File: src/rtl/axi_rr_arbiter_if.sv
// Arbiter bundle: per-master requests, slave completion handshakes
// and the registered write/read grants returned to the interconnect.
interface axi_rr_arbiter_if #(
   parameter int NUM_M = 4,
   parameter int ID_W  = 2
);
   logic [NUM_M-1:0] aw_req;
   logic [NUM_M-1:0] ar_req;
   logic             s_BVALID;
   logic             s_BREADY;
   logic             s_RVALID;
   logic             s_RREADY;
   logic             s_RLAST;
   logic [NUM_M-1:0] w_grant;
   logic [ID_W-1:0]  w_grant_id;
   logic             w_busy;
   logic [NUM_M-1:0] r_grant;
   logic [ID_W-1:0]  r_grant_id;
   logic             r_busy;

   modport master (
      output aw_req, ar_req,
      output s_BVALID, s_BREADY,
      output s_RVALID, s_RREADY, s_RLAST,
      input  w_grant, w_grant_id, w_busy,
      input  r_grant, r_grant_id, r_busy
   );

   modport slave (
      input  aw_req, ar_req,
      input  s_BVALID, s_BREADY,
      input  s_RVALID, s_RREADY, s_RLAST,
      output w_grant, w_grant_id, w_busy,
      output r_grant, r_grant_id, r_busy
   );
endinterface

File: src/rtl/axi_rr_arbiter.sv
// Round-robin arbiter sharing one AXI slave port between NUM_M
// masters; write and read paths each hold a grant per transaction.
module axi_rr_fsm #(
   parameter int NUM_M = 4,
   parameter int ID_W  = 2
) (
   input  logic             i_clk,
   input  logic             i_rst_n,
   input  logic [NUM_M-1:0] i_req,
   input  logic             i_done,
   output logic [NUM_M-1:0] o_grant,
   output logic [ID_W-1:0]  o_grant_id,
   output logic             o_busy
);
   localparam logic [1:0] S_IDLE = 2'd0;
   localparam logic [1:0] S_OWN  = 2'd1;
   localparam logic [1:0] S_TURN = 2'd2;

   localparam logic [ID_W:0]   LP_NUM  = (ID_W+1)'(NUM_M);
   localparam logic [ID_W-1:0] LP_LAST = ID_W'(NUM_M - 1);

   logic [1:0]       r_state;
   logic [ID_W-1:0]  r_ptr;
   logic [NUM_M-1:0] r_grant;
   logic [ID_W-1:0]  r_id;
   logic             r_busy;

   logic             w_found;
   logic [ID_W-1:0]  w_idx;
   logic [ID_W:0]    w_cand;
   logic [ID_W-1:0]  w_next;

   // first requester at or above ptr, wrapping modulo NUM_M
   always_comb begin
      w_found = 1'b0;
      w_idx   = '0;
      w_cand  = '0;
      for (int i = 0; i < NUM_M; i++) begin
         w_cand = {1'b0, r_ptr} + (ID_W+1)'(i);
         if (w_cand >= LP_NUM) begin
            w_cand = w_cand - LP_NUM;
         end
         if (!w_found && i_req[w_cand[ID_W-1:0]]) begin
            w_found = 1'b1;
            w_idx   = w_cand[ID_W-1:0];
         end
      end
   end

   // pointer advances past the winner, wrapping at NUM_M
   always_comb begin
      w_next = (w_idx == LP_LAST) ? '0 : w_idx + 1'b1;
   end

   // IDLE grants, OWN holds until completion, TURN idles one cycle
   always_ff @(posedge i_clk or negedge i_rst_n) begin
      if (!i_rst_n) begin
         r_state <= S_IDLE;
         r_ptr   <= '0;
         r_grant <= '0;
         r_id    <= '0;
         r_busy  <= 1'b0;
      end else begin
         unique case (r_state)
            S_IDLE: begin
               if (w_found) begin
                  r_state <= S_OWN;
                  r_ptr   <= w_next;
                  r_grant <= NUM_M'(1) << w_idx;
                  r_id    <= w_idx;
                  r_busy  <= 1'b1;
               end
            end
            S_OWN: begin
               if (i_done) begin
                  r_state <= S_TURN;
                  r_grant <= '0;
                  r_id    <= '0;
                  r_busy  <= 1'b0;
               end
            end
            S_TURN: begin
               r_state <= S_IDLE;
            end
            default: begin
               r_state <= S_IDLE;
               r_grant <= '0;
               r_id    <= '0;
               r_busy  <= 1'b0;
            end
         endcase
      end
   end

   assign o_grant    = r_grant;
   assign o_grant_id = r_id;
   assign o_busy     = r_busy;
endmodule

module axi_rr_arbiter #(
   parameter int NUM_M = 4,
   parameter int ID_W  = 2
) (
   input  logic           ACLK,
   input  logic           ARESETn,
   axi_rr_arbiter_if.slave bus
);
   logic w_wdone;
   logic w_rdone;

   // transaction ends on the B handshake or the last R beat
   always_comb begin
      w_wdone = bus.s_BVALID && bus.s_BREADY;
      w_rdone = bus.s_RVALID && bus.s_RREADY && bus.s_RLAST;
   end

   axi_rr_fsm #(
      .NUM_M (NUM_M),
      .ID_W  (ID_W)
   ) u_wr (
      .i_clk      (ACLK),
      .i_rst_n    (ARESETn),
      .i_req      (bus.aw_req),
      .i_done     (w_wdone),
      .o_grant    (bus.w_grant),
      .o_grant_id (bus.w_grant_id),
      .o_busy     (bus.w_busy)
   );

   axi_rr_fsm #(
      .NUM_M (NUM_M),
      .ID_W  (ID_W)
   ) u_rd (
      .i_clk      (ACLK),
      .i_rst_n    (ARESETn),
      .i_req      (bus.ar_req),
      .i_done     (w_rdone),
      .o_grant    (bus.r_grant),
      .o_grant_id (bus.r_grant_id),
      .o_busy     (bus.r_busy)
   );
endmodule

File: src/flat_wrapper.sv
// flat-port wrapper written by rule: the top's interface ports become plain ports
module axi_rr_arbiter_flat 
#(
   parameter int NUM_M = 4,
   parameter int ID_W  = 2
)
  (ACLK, ARESETn, bus_aw_req, bus_ar_req, bus_s_BVALID, bus_s_BREADY, bus_s_RVALID, bus_s_RREADY, bus_s_RLAST, bus_w_grant, bus_w_grant_id, bus_w_busy, bus_r_grant, bus_r_grant_id, bus_r_busy);
  axi_rr_arbiter_if #(.NUM_M(NUM_M), .ID_W(ID_W)) bus_i ();
  input  logic ACLK;
  input  logic ARESETn;
  input wire logic [$bits(bus_i.aw_req)-1:0] bus_aw_req;
  input wire logic [$bits(bus_i.ar_req)-1:0] bus_ar_req;
  input wire logic [$bits(bus_i.s_BVALID)-1:0] bus_s_BVALID;
  input wire logic [$bits(bus_i.s_BREADY)-1:0] bus_s_BREADY;
  input wire logic [$bits(bus_i.s_RVALID)-1:0] bus_s_RVALID;
  input wire logic [$bits(bus_i.s_RREADY)-1:0] bus_s_RREADY;
  input wire logic [$bits(bus_i.s_RLAST)-1:0] bus_s_RLAST;
  output wire logic [$bits(bus_i.w_grant)-1:0] bus_w_grant;
  output wire logic [$bits(bus_i.w_grant_id)-1:0] bus_w_grant_id;
  output wire logic [$bits(bus_i.w_busy)-1:0] bus_w_busy;
  output wire logic [$bits(bus_i.r_grant)-1:0] bus_r_grant;
  output wire logic [$bits(bus_i.r_grant_id)-1:0] bus_r_grant_id;
  output wire logic [$bits(bus_i.r_busy)-1:0] bus_r_busy;
  assign bus_i.aw_req = bus_aw_req;
  assign bus_i.ar_req = bus_ar_req;
  assign bus_i.s_BVALID = bus_s_BVALID;
  assign bus_i.s_BREADY = bus_s_BREADY;
  assign bus_i.s_RVALID = bus_s_RVALID;
  assign bus_i.s_RREADY = bus_s_RREADY;
  assign bus_i.s_RLAST = bus_s_RLAST;
  assign bus_w_grant = bus_i.w_grant;
  assign bus_w_grant_id = bus_i.w_grant_id;
  assign bus_w_busy = bus_i.w_busy;
  assign bus_r_grant = bus_i.r_grant;
  assign bus_r_grant_id = bus_i.r_grant_id;
  assign bus_r_busy = bus_i.r_busy;
  axi_rr_arbiter #(.NUM_M(NUM_M), .ID_W(ID_W)) u_core (.ACLK(ACLK), .ARESETn(ARESETn), .bus(bus_i));
endmodule
File: config.mk
export PLATFORM = sky130hd
export DESIGN_NAME = axi_rr_arbiter_flat
export DESIGN_NICKNAME = d
export VERILOG_FILES = /design/src/rtl/axi_rr_arbiter_if.sv /design/src/rtl/axi_rr_arbiter.sv /design/src/flat_wrapper.sv
export SDC_FILE = /design/constraint.sdc
export NUM_CORES = 1
export LEC_CHECK = 0
export CAP_MARGIN = 0
export CORE_MARGIN = 4
export CORE_UTILIZATION = 44
export CTS_CLUSTER_DIAMETER = 200
export DETAILED_ROUTE_END_ITERATION = 12
export PLACE_DENSITY = 0.87
export SYNTH_ARGS = -nofsm -noshare
export SYNTH_HDL_FRONTEND = slang
export SYNTH_SLANG_ARGS = --single-unit
File: constraint.sdc
create_clock -name ACLK -period 1.7 [get_ports ACLK]
set_clock_uncertainty 0.05 [all_clocks]
set_input_delay 0.255 -clock ACLK [delete_from_list [all_inputs] [get_ports ACLK]]
set_output_delay 0.255 -clock ACLK [all_outputs]
set_load 0.05 [all_outputs]
# Yosys cells after proc, flatten, opt, wreduce, memory -nomap -nowiden
# Index checks and enable logic that the tools add are counted.
[totals]
inputBits = 15
regBits = 22
out_inout_bits = 14
word_cells = 145
[op_classes]
n_bitwise = 2
n_addsub = 16
n_eq_ne = 10
n_shift = 2
order_cmp = 16
reduce_logical = 23
mux = 66
[ops]
columns = ["op", "n"]
rows = [
  ["2-bit two-way mux", 26],
  ["2-bit by 3-bit < comparator with 1-bit output, second input constant", 8],
  ["4-bit case mux with 3 select lines", 2],
  ["1-bit two-way mux", 20],
  ["3-bit greater-or-equal comparator, second input constant", 6],
  ["1-bit binary-select mux with 2-bit select", 8],
  ["4-bit two-way mux", 4],
  ["2-bit by 1-bit subtractor with 2-bit output, second input constant", 8],
  ["2-bit by 2-bit adder with 3-bit output, second input constant", 4],
  ["2-bit case mux with 3 select lines", 2],
  ["1-bit logical AND", 9],
  ["2-bit equality test, second input constant", 4],
  ["2-bit != test, second input constant", 4],
  ["2-bit case mux with 2 select lines", 2],
  ["2-bit AND reduction", 4],
  ["1-bit by 2-bit << shifter with 4-bit output, first input constant", 2],
  ["2-bit by 1-bit adder with 3-bit output, second input constant", 2],
  ["2-bit by 3-bit greater-or-equal comparator with 1-bit output, second input constant", 2],
  ["1-bit zero test", 6],
  ["1-bit case mux with 3 select lines", 2],
  ["3-bit AND reduction", 2],
  ["2-bit by 1-bit adder with 2-bit output, second input constant", 2],
  ["2-bit by 1-bit equality test with 1-bit output, second input constant", 2],
  ["2-bit zero test", 2],
  ["1-bit NOT", 2],
]

# Depth between registers and ports, before layout
[logic_depth]
ltp_word = 17
depth_mapped = 8
ltp_nobuf = 8

# Modules after synthesis
# A second synthesis with hierarchy kept.
[unflattened]
hier_cells = 136
area_unflattened_um2 = 1281.2
[modules_own_cells]
columns = ["module", "seq_area_each_um2", "instances", "area_per_inst_um2", "cells_per_inst"]
rows = [
  ["axi_rr_fsm", 275.3, 2, 634.4, 67],
  ["axi_rr_arbiter", 0.0, 1, 12.5, 2],
]

# Worst setup path after synthesis
# OpenSTA, ideal clock, no wires.
[synth_timing]
path_kind = "register -> register"
startpoint = "register u_core.u_wr.r_ptr[1]"
endpoint = "register u_core.u_wr.r_ptr[1]"
path_buffers = 0
slack_ps = -118
required_time_ps = 1525
stages_incl_launch_ff = 6
arrival_ps = 1643
synth_period_minus_slack_ps = 1818
setup_ps = 125
path_cell_list = "dfrtp_1 > mux2i_1 > nor2_1 > a311oi_1 > ha_1 > mux2_4"
[synth_between]
elab_chain_len = 16
elab_cells_between_ends = 41
classes_between = "add/sub (8); order compare (4); eq/ne (1); mux (21); reduce/logical (7)"
[synth_lines]
columns = ["element", "line", "rtl"]
rows = [
  ["from (decl)", "axi_rr_arbiter.sv:23", "logic [ID_W-1:0] r_ptr;"],
  ["from (signal assigned)", "axi_rr_arbiter.sv:68", "r_ptr <= w_next;"],
  ["branches (longest 13 deep; another with 2-bit by 1-bit adder with 3-bit output)", "--", ""],
  ["2-bit two-way mux (*)", "axi_rr_arbiter.sv:43", "if (!w_found && i_req[w_cand[ID_W-1:0]]) begin"],
  ["2-bit by 1-bit adder with 2-bit output or 2-bit equality test (tied branches)", "axi_rr_arbiter.sv:52", "w_next = (w_idx == LP_LAST) ? '0 : w_idx + 1'b1;"],
  ["2-bit two-way mux (*)", "axi_rr_arbiter.sv:52", ""],
  ["named net u_core.u_wr.w_next[1]", "axi_rr_arbiter.sv:31", "logic [ID_W-1:0] w_next;"],
]
# Mark *: on every way through the listed nets, which the timed path passes. The select of a mux whose other input is x is not followed.
# A chain may end at the register's enable or synchronous reset.

# Worst setup path after layout
[layout_timing]
startpoint = "register u_core.u_rd.r_ptr[1]"
endpoint = "register u_core.u_rd.r_grant[0] (netlist: u_core.u_rd.o_grant[0])"
[layout_between]
elab_chain_len = 17
elab_cells_between_ends = 42
classes_between = "add/sub (7); order compare (4); eq/ne (1); shift (1); mux (22); reduce/logical (7)"
[layout_lines]
columns = ["element", "line", "rtl"]
rows = [
  ["from (decl)", "axi_rr_arbiter.sv:23", ""],
  ["from (signal assigned)", "axi_rr_arbiter.sv:68", ""],
  ["branches (longest 17 deep; another with 2-bit by 1-bit adder with 3-bit output)", "--", ""],
  ["to (signal assigned)", "axi_rr_arbiter.sv:69", "r_grant <= NUM_M'(1) << w_idx;"],
  ["to (decl)", "axi_rr_arbiter.sv:24", "logic [NUM_M-1:0] r_grant;"],
]
# Parallel ways; which one is timed is not known. The select of a mux whose other input is x is not followed.

==> metrics.csv <==
metric;value;unit
use_met2;0.298;
viasPerCell;5.48;
cts_tree;done;
power_leakage;0.792;nW
critPathMaxFanout;5;
p_clk_frac;0.111;
worstRegToRegCells;8;
fillCellCount;214;
layout.cells.non_filler;191;
initial_utilization;0.473;
dr_total_vias;1047;
end_kind;register;
p_sw;1.11;mW
grt_pass1_wl;4400;µm
routed_wirelength;2730;µm
violations;setup timing;
fin_hold_ws;0.236;ns
ant_nets;0;
cp.arrival;1.87;ns
clockBufferDepth;2;
grt_max_degree;23;
rrSetupSlack;-0.03;ns
required;1.84;ns
synth_cell_types;34;
finalMaxSlewViolations;0;
setup_slack;-0.0286;ns
critical_path.startpoint_type;register;
grt_pass1_vias;1069;
dp_slack;-0.392;ns
antenna_found_initial;0;
slew_headroom;0.758;
yosys_warnings;0;
rsz0062_at_grt;true;
run_status;finished with violations;
grt.met3_usage;0.0324;
grt-busiest-layer;met2;
synth_seq_cells;22;
die_w;60.1;µm
hpwl;2070;µm
dp.cells;184;
die_y;60.1;µm
clk_pin_slew_worst_paths;0.12;ns
hold_viol;0;
overflow;0;
die-area;3610;µm²
reg2reg_to;u_core.u_rd.o_grant[0];
internal_power;1.41;mW
cts.sinks;22;
seqPwrFrac;0.334;
tns;-0.0604;ns
cts_hold_buf;0;
met1_usage;0.178;
ir_worst_vdd;1.02;mV
ys_seq_area_frac;0.461;
drtIter0Drc;47;
clk_latency;0.30;ns
netSwitchingFraction;0.439;
critical_path_class;reg2reg;
netlist_area;1190;µm²
mappedNetlistNets;141;
utilization;0.655;
fin_crit_sh;1.02;
min_path_type;in2async;
cts_root_buffer;clkbuf_4;
cap_viol_max_count;0;
worst_pin_slew;0.362;ns
htree_levels;1;
dr.pass1.iters;4;
cts_buffers;3;
nets;185;
wl_per_cell;14.3;µm
fin_crit;1.73;ns
fmax;0.579;GHz
comb_power_share;0.555;
syn_avg_cell_area;10.1;µm²
syn2layout_area_growth;38.4;%
syn_inst;118;
rows;18;
core_area;2520;µm²
drive_gt1_frac;0.317;
power_density;1530;nW/µm²
drcViolationCount;0;
grt_usage;0.158;
place_congestion;0.819;
io_pins;29;
num_antenna_cells;0;
r2r-start;u_core.u_rd.r_ptr[1];
setup_violations;4;
io_buffers;28;
-- synth_stat cells --
cell | number | area share
or2_2 | 1 | 0.0052
buf_6 | 1 | 0.0094
and4b_1 | 1 | 0.0084
a311oi_1 | 2 | 0.015
nand2_1 | 10 | 0.031
clkbuf_1 | 2 | 0.0063
a211o_1 | 1 | 0.0073
mux2i_1 | 2 | 0.017
o21ba_2 | 1 | 0.0084
nor3b_1 | 2 | 0.013
nand4_1 | 1 | 0.0052
o22ai_1 | 2 | 0.010
or4_4 | 1 | 0.0094
a22o_1 | 6 | 0.044
o211ai_1 | 1 | 0.0063
nand2b_1 | 2 | 0.010
nand3_1 | 2 | 0.0084
inv_1 | 9 | 0.028
o2bb2a_1 | 1 | 0.0084
dfrtp_1 | 22 | 0.46
o21a_1 | 1 | 0.0063
and2_4 | 1 | 0.0073
a21oi_1 | 8 | 0.034
a21o_2 | 2 | 0.015
a32oi_1 | 2 | 0.015
nor3_1 | 1 | 0.0042
mux2_2 | 1 | 0.0094
a21oi_4 | 1 | 0.014
o21ai_0 | 6 | 0.025
nor4_2 | 1 | 0.010
ha_1 | 8 | 0.084
a31oi_1 | 2 | 0.010
nor2_1 | 13 | 0.041
mux2_4 | 1 | 0.013
-- metrics by stage --
step           total power, mW  cell area, µm²
5_1_grt                   2.70            1650
2_1_floorplan             1.69            1200
3_5_place_dp              2.14            1550
4_1_cts                   2.47            1610
6_report                  2.52            1650
3_3_place_gp              2.09            1550
-- cell type report --
type | count | area (µm²) | area share
Clock buffer | 4 | 36.3 | 0.0220
Inverter | 9 | 33.8 | 0.0205
Multi-Input combinational cell | 84 | 642 | 0.389
Sequential cell | 22 | 551 | 0.333
Tap cell | 30 | 37.5 | 0.0227
Timing Repair Buffer | 42 | 352 | 0.213
-- state kept, by name (all words and copies together), names as in the netlist --
register,flops
u_core.u_rd.r_ptr,2
u_core.u_rd.o_busy,1
u_core.u_wr.o_busy,1
u_core.u_rd.r_state,2
u_core.u_wr.o_grant,4
u_core.u_rd.o_grant,4
u_core.u_wr.r_ptr,2
u_core.u_wr.o_grant_id,2
u_core.u_rd.o_grant_id,2
u_core.u_wr.r_state,2
-- metal layers --
layer	wire length (µm)	vias to the layer above
met5	0	-
met4	15	0
met3	164	2
met2	1410	27
met1	1140	508
li1	-	510
-- power by group through the flow --
stage	Clock [mW]	Combinational, mW	Sequential (mW)
floorplan	0	0.506	1.19
global placement	0	1.25	0.843
detailed placement	0	1.29	0.852
CTS	0.296	1.34	0.839
global route	0.316	1.52	0.867
finish	0.279	1.40	0.841
-- critical path, stage by stage, from the launching register on --
cell,delay (ns)
dfrtp_1,0.44
mux2i_1,0.25
o22ai_2,0.11
nor2_2,0.16
inv_1,0.08
ha_1,0.17
nor3b_1,0.14
a31oi_1,0.15
o21ai_1,0.07
-- cells in the final DEF, fill, tap and decap left out, types with 2 or more instances in the layout --
cell type and n:
dfrtp_1 22, inv_1 9, dlygate4sd2_1 2, a21o_2 2, nand3_1 2, nand2b_1 2
ha_2 2, clkdlybuf4s50_1 12, mux2_4 2, o22ai_2 2, a31oi_1 2, ha_1 5
buf_4 27, mux2i_1 2, o21ai_0 5, clkbuf_4 3, nand2_1 10, a32oi_1 2
a21oi_1 7, nor2_1 12, a22o_1 6
-- how the worst max path moves through the flow --
stage | start | end | slack, ns | depth (start not counted)
floorplan | u_core.u_rd.r_ptr[1] | u_core.u_rd.r_ptr[1] | 0.02 | 6
global placement | bus_ar_req[0] | u_core.u_rd.o_grant[0] | -0.32 | 10
detailed placement | bus_ar_req[0] | u_core.u_rd.o_grant[0] | -0.39 | 10
CTS | u_core.u_wr.r_ptr[1] | u_core.u_wr.r_ptr[1] | -0.02 | 5
global route | u_core.u_wr.r_ptr[1] | u_core.u_wr.r_ptr[1] | -0.14 | 5
finish | u_core.u_rd.r_ptr[1] | u_core.u_rd.o_grant[0] | -0.03 | 8
-- kinds of logic after synthesis --
family                     Yosys count  share of synthesized area
muxes                                4                     0.0388
buffers and inverters               12                     0.0440
and+or+nand+nor                     36                      0.154
AOI/OAI and AO/OA                   36                      0.218
DFF                                 22                      0.461
adders and majority gates            8                     0.0839
-- repair_timing --
item	in CTS	in global routing
resized for setup	5	8
setup endpoints to repair	4	8
hold endpoints to repair	0	0
pin swaps	2	2
setup buffers	3	0
Note: power is estimated with default switching activity, not from simulation.
==> variant, RTL diff (same settings) <==
`NUM_M` is set to 4 in 4 places; all go to 5.
--- a/src/rtl/axi_rr_arbiter_if.sv
+++ b/src/rtl/axi_rr_arbiter_if.sv
@@ -2,5 +2,5 @@
 // and the registered write/read grants returned to the interconnect.
 interface axi_rr_arbiter_if #(
-   parameter int NUM_M = 4,
+   parameter int NUM_M = 5,
    parameter int ID_W  = 2
 );
--- a/src/rtl/axi_rr_arbiter.sv
+++ b/src/rtl/axi_rr_arbiter.sv
@@ -2,5 +2,5 @@
 // masters; write and read paths each hold a grant per transaction.
 module axi_rr_fsm #(
-   parameter int NUM_M = 4,
+   parameter int NUM_M = 5,
    parameter int ID_W  = 2
 ) (
@@ -99,5 +99,5 @@
 
 module axi_rr_arbiter #(
-   parameter int NUM_M = 4,
+   parameter int NUM_M = 5,
    parameter int ID_W  = 2
 ) (
--- a/src/flat_wrapper.sv
+++ b/src/flat_wrapper.sv
@@ -2,5 +2,5 @@
 module axi_rr_arbiter_flat 
 #(
-   parameter int NUM_M = 4,
+   parameter int NUM_M = 5,
    parameter int ID_W  = 2
 )
Ports: changed (resized bus_ar_req, bus_aw_req, bus_r_grant and bus_w_grant); port bits go from 29 to 33. No check against the original RTL was run, so the function may have changed too.
==> variant against the unedited design <==
- the run still ends with setup timing left
- synthesized area up 50%
- clock power rose by 31%
- combinational power rose to 3.5 times the old value
- setup slack got worse by 1.1 ns
- die area rose by 43%
- cell area is 67% higher
- wire length is 75% higher
- sequential cell count unchanged
- power grew 150%
- critical endpoint is now u_core.u_wr.o_grant[0]$_DFFE_PN0P_
==> variant: results (changes against the unedited design) <==
| Metric | Value |
|---|---|
| # clk buffers | 4 (unchanged) |
| Sequential cell area share | 20.0% (was 33.3%) |
| Vias in the first global route | 1758 (was 1069) |
| Hold Path Class | primary input to asynchronous set/reset pin (unchanged) |
| Tap cells | 48 (was 30) |
| Worst-path clk slew | 0.08 ns (was 0.12 ns) |
| Setup ws final | -1.12 ns (was -0.0286 ns) |
| Inverters | 12 (was 9) |
| Sequential share of the synthesized area | 30.7% (was 46.1%) |
| Crit path DAT | 2.92 ns (was 1.87 ns) |
| Dpl ws | -1.10 ns (was -0.392 ns) |
| H-tree Lvls | 1 (unchanged) |
| DP Wirelength | 3680 um (was 2070 um) |
| Total track usage | 19.0% (was 15.8%) |
| TritonRoute pass-1 iters | 5 (was 4) |
| Synth top cells by count | dfrtp_1, ha_1, inv_1 (was dfrtp_1, nor2_1, nand2_1) |
| Multi-input gate count | 127 (was 84) |
| Met1 Use GR | 21.6% (was 17.8%) |
| Critical path peak fanout | 3 (was 5) |
| Post-Route M1 WL | 1920 um (was 1140 um) |
| Min Hold Slack | 0.284 ns (was 0.236 ns) |
| DR vias | 1646 (was 1047) |
| Non-clk bufs | 88 (was 42) |
| Area contributors post-synth | dfrtp_1, ha_1, mux4_2 (was dfrtp_1, ha_1, a22o_1) |
| Synth unique cells | 54 (was 34) |
| Violated checks | setup timing (unchanged) |
| Slowest CP cell | mux4_2 (was dfrtp_1) |
| Status | complete, but fails checks (unchanged) |
| GRT met2 Usage | 36.3% (was 29.8%) |
| Met3 WL | 231 um (was 164 um) |
| Top FF cell, synth | dfrtp_1 (unchanged) |
| Leakage power | 0.00125 uW (was 0.000792 uW) |
| Fin cells | 301 (was 191) |
| Final net count | 285 (was 185) |
| CTS root buffer | clkbuf_8 (was clkbuf_4) |
| Synthesized instance count | 169 (was 118) |
| Met2 WL post-DR | 2530 um (was 1410 um) |
| Clock Latency Late Sink | 0.26 ns (was 0.30 ns) |
| Setup TNS | -18.12 ns (was -0.0604 ns) |
| NonClk Buf Share | 26.0% (was 21.3%) |
| Layout cells sized above 1 | 51.8% (was 31.7%) |
| Top Metal Used | met4 (unchanged) |
| Family with the most delay on the worst path | compound AO/OA/AOI/OAI gates (was flip-flops) |
| Multi-input gate share of total cell area | 47.8% (was 38.9%) |
| Met3 usage | 3.65% (was 3.24%) |
| Placed Area | 0.00261 mm^2 (was 0.00155 mm^2) |
| Number of setup buffers added after CTS | 0 (was 3) |
| Layout Utilization | 72.5% (was 65.5%) |
| GP Congestion | 0.924 (was 0.819) |
| Routed WL | 4770 um (was 2730 um) |
| Count of final setup violators | 20 (was 4) |
| Most Used Layer, Global Route | met2 (unchanged) |
| Total of fill cells in the finished design | 265 (was 214) |
| Peak VDD IR | 1.34 mV (was 1.02 mV) |
| Seq cells | 22 (unchanged) |
| First-pass GRT wire length | 7900 um (was 4400 um) |
| Initial drt markers | 66 (was 47) |
| CP peak stage delay | 0.50 ns (was 0.44 ns) |
| Number of gates resized after CTS | 11 (was 5) |
| Clock-cell share of area | 2.00% (was 2.20%) |
[variant: cell count changes after synthesis, sizes merged, moves of 3 or more]
cell    unedited run  this run
buf                1         8
mux2               2         9
nand2b             2         9
ha                 8        14
mux4               0         6
nor2              13         8
nand3b             0         4
a211oi             0         3
mux2i              2         5
nor2b              0         3
o21ai              6         3
[variant: cells by family (layout without fill, tap and decap cells)]
logic type,after synthesis,after routing,synth area share [%]
other,1,2,0.209
muxes,20,20,16.4
xor gates and xnor gates,1,1,0.489
and+or+nand+nor,41,41,12.1
AOI/OAI and AO/OA,49,49,24.0
adders and majority gates,14,14,9.77
DFF,22,22,30.7
buffers and inverters,21,104,6.28
[variant: power breakdown]
group / internal [uW] / total, uW / switching (uW) / leakage [uW]
registers: 736 / 905 / 169 / 0.000280
logic: 2510 / 4910 / 2410 / 0.000945
clock network: 206 / 365 / 159 / 0.0000288
[variant: final timing paths]
| path | startpoint | to | depth (start not counted) |
|---|---|---|---|
| setup / recovery | u_core.u_wr.r_ptr[0]$_DFFE_PN0P_ | u_core.u_wr.o_grant[0]$_DFFE_PN0P_ | 11 |
| hold / removal | ARESETn | u_core.u_wr.o_grant[0]$_DFFE_PN0P_ | 2 |
| setup reg to reg | u_core.u_wr.r_ptr[0]$_DFFE_PN0P_ | u_core.u_wr.o_grant[0]$_DFFE_PN0P_ | 11 |
| hold reg to reg | u_core.u_rd.o_grant_id[1]$_DFFE_PN0P_ | u_core.u_rd.o_grant_id[1]$_DFFE_PN0P_ | 1 |
| max in group asynchronous | ARESETn | u_core.u_rd.r_ptr[1]$_DFFE_PN0P_ | 2 |
| min in group ACLK | u_core.u_rd.o_grant_id[1]$_DFFE_PN0P_ | u_core.u_rd.o_grant_id[1]$_DFFE_PN0P_ | 1 |
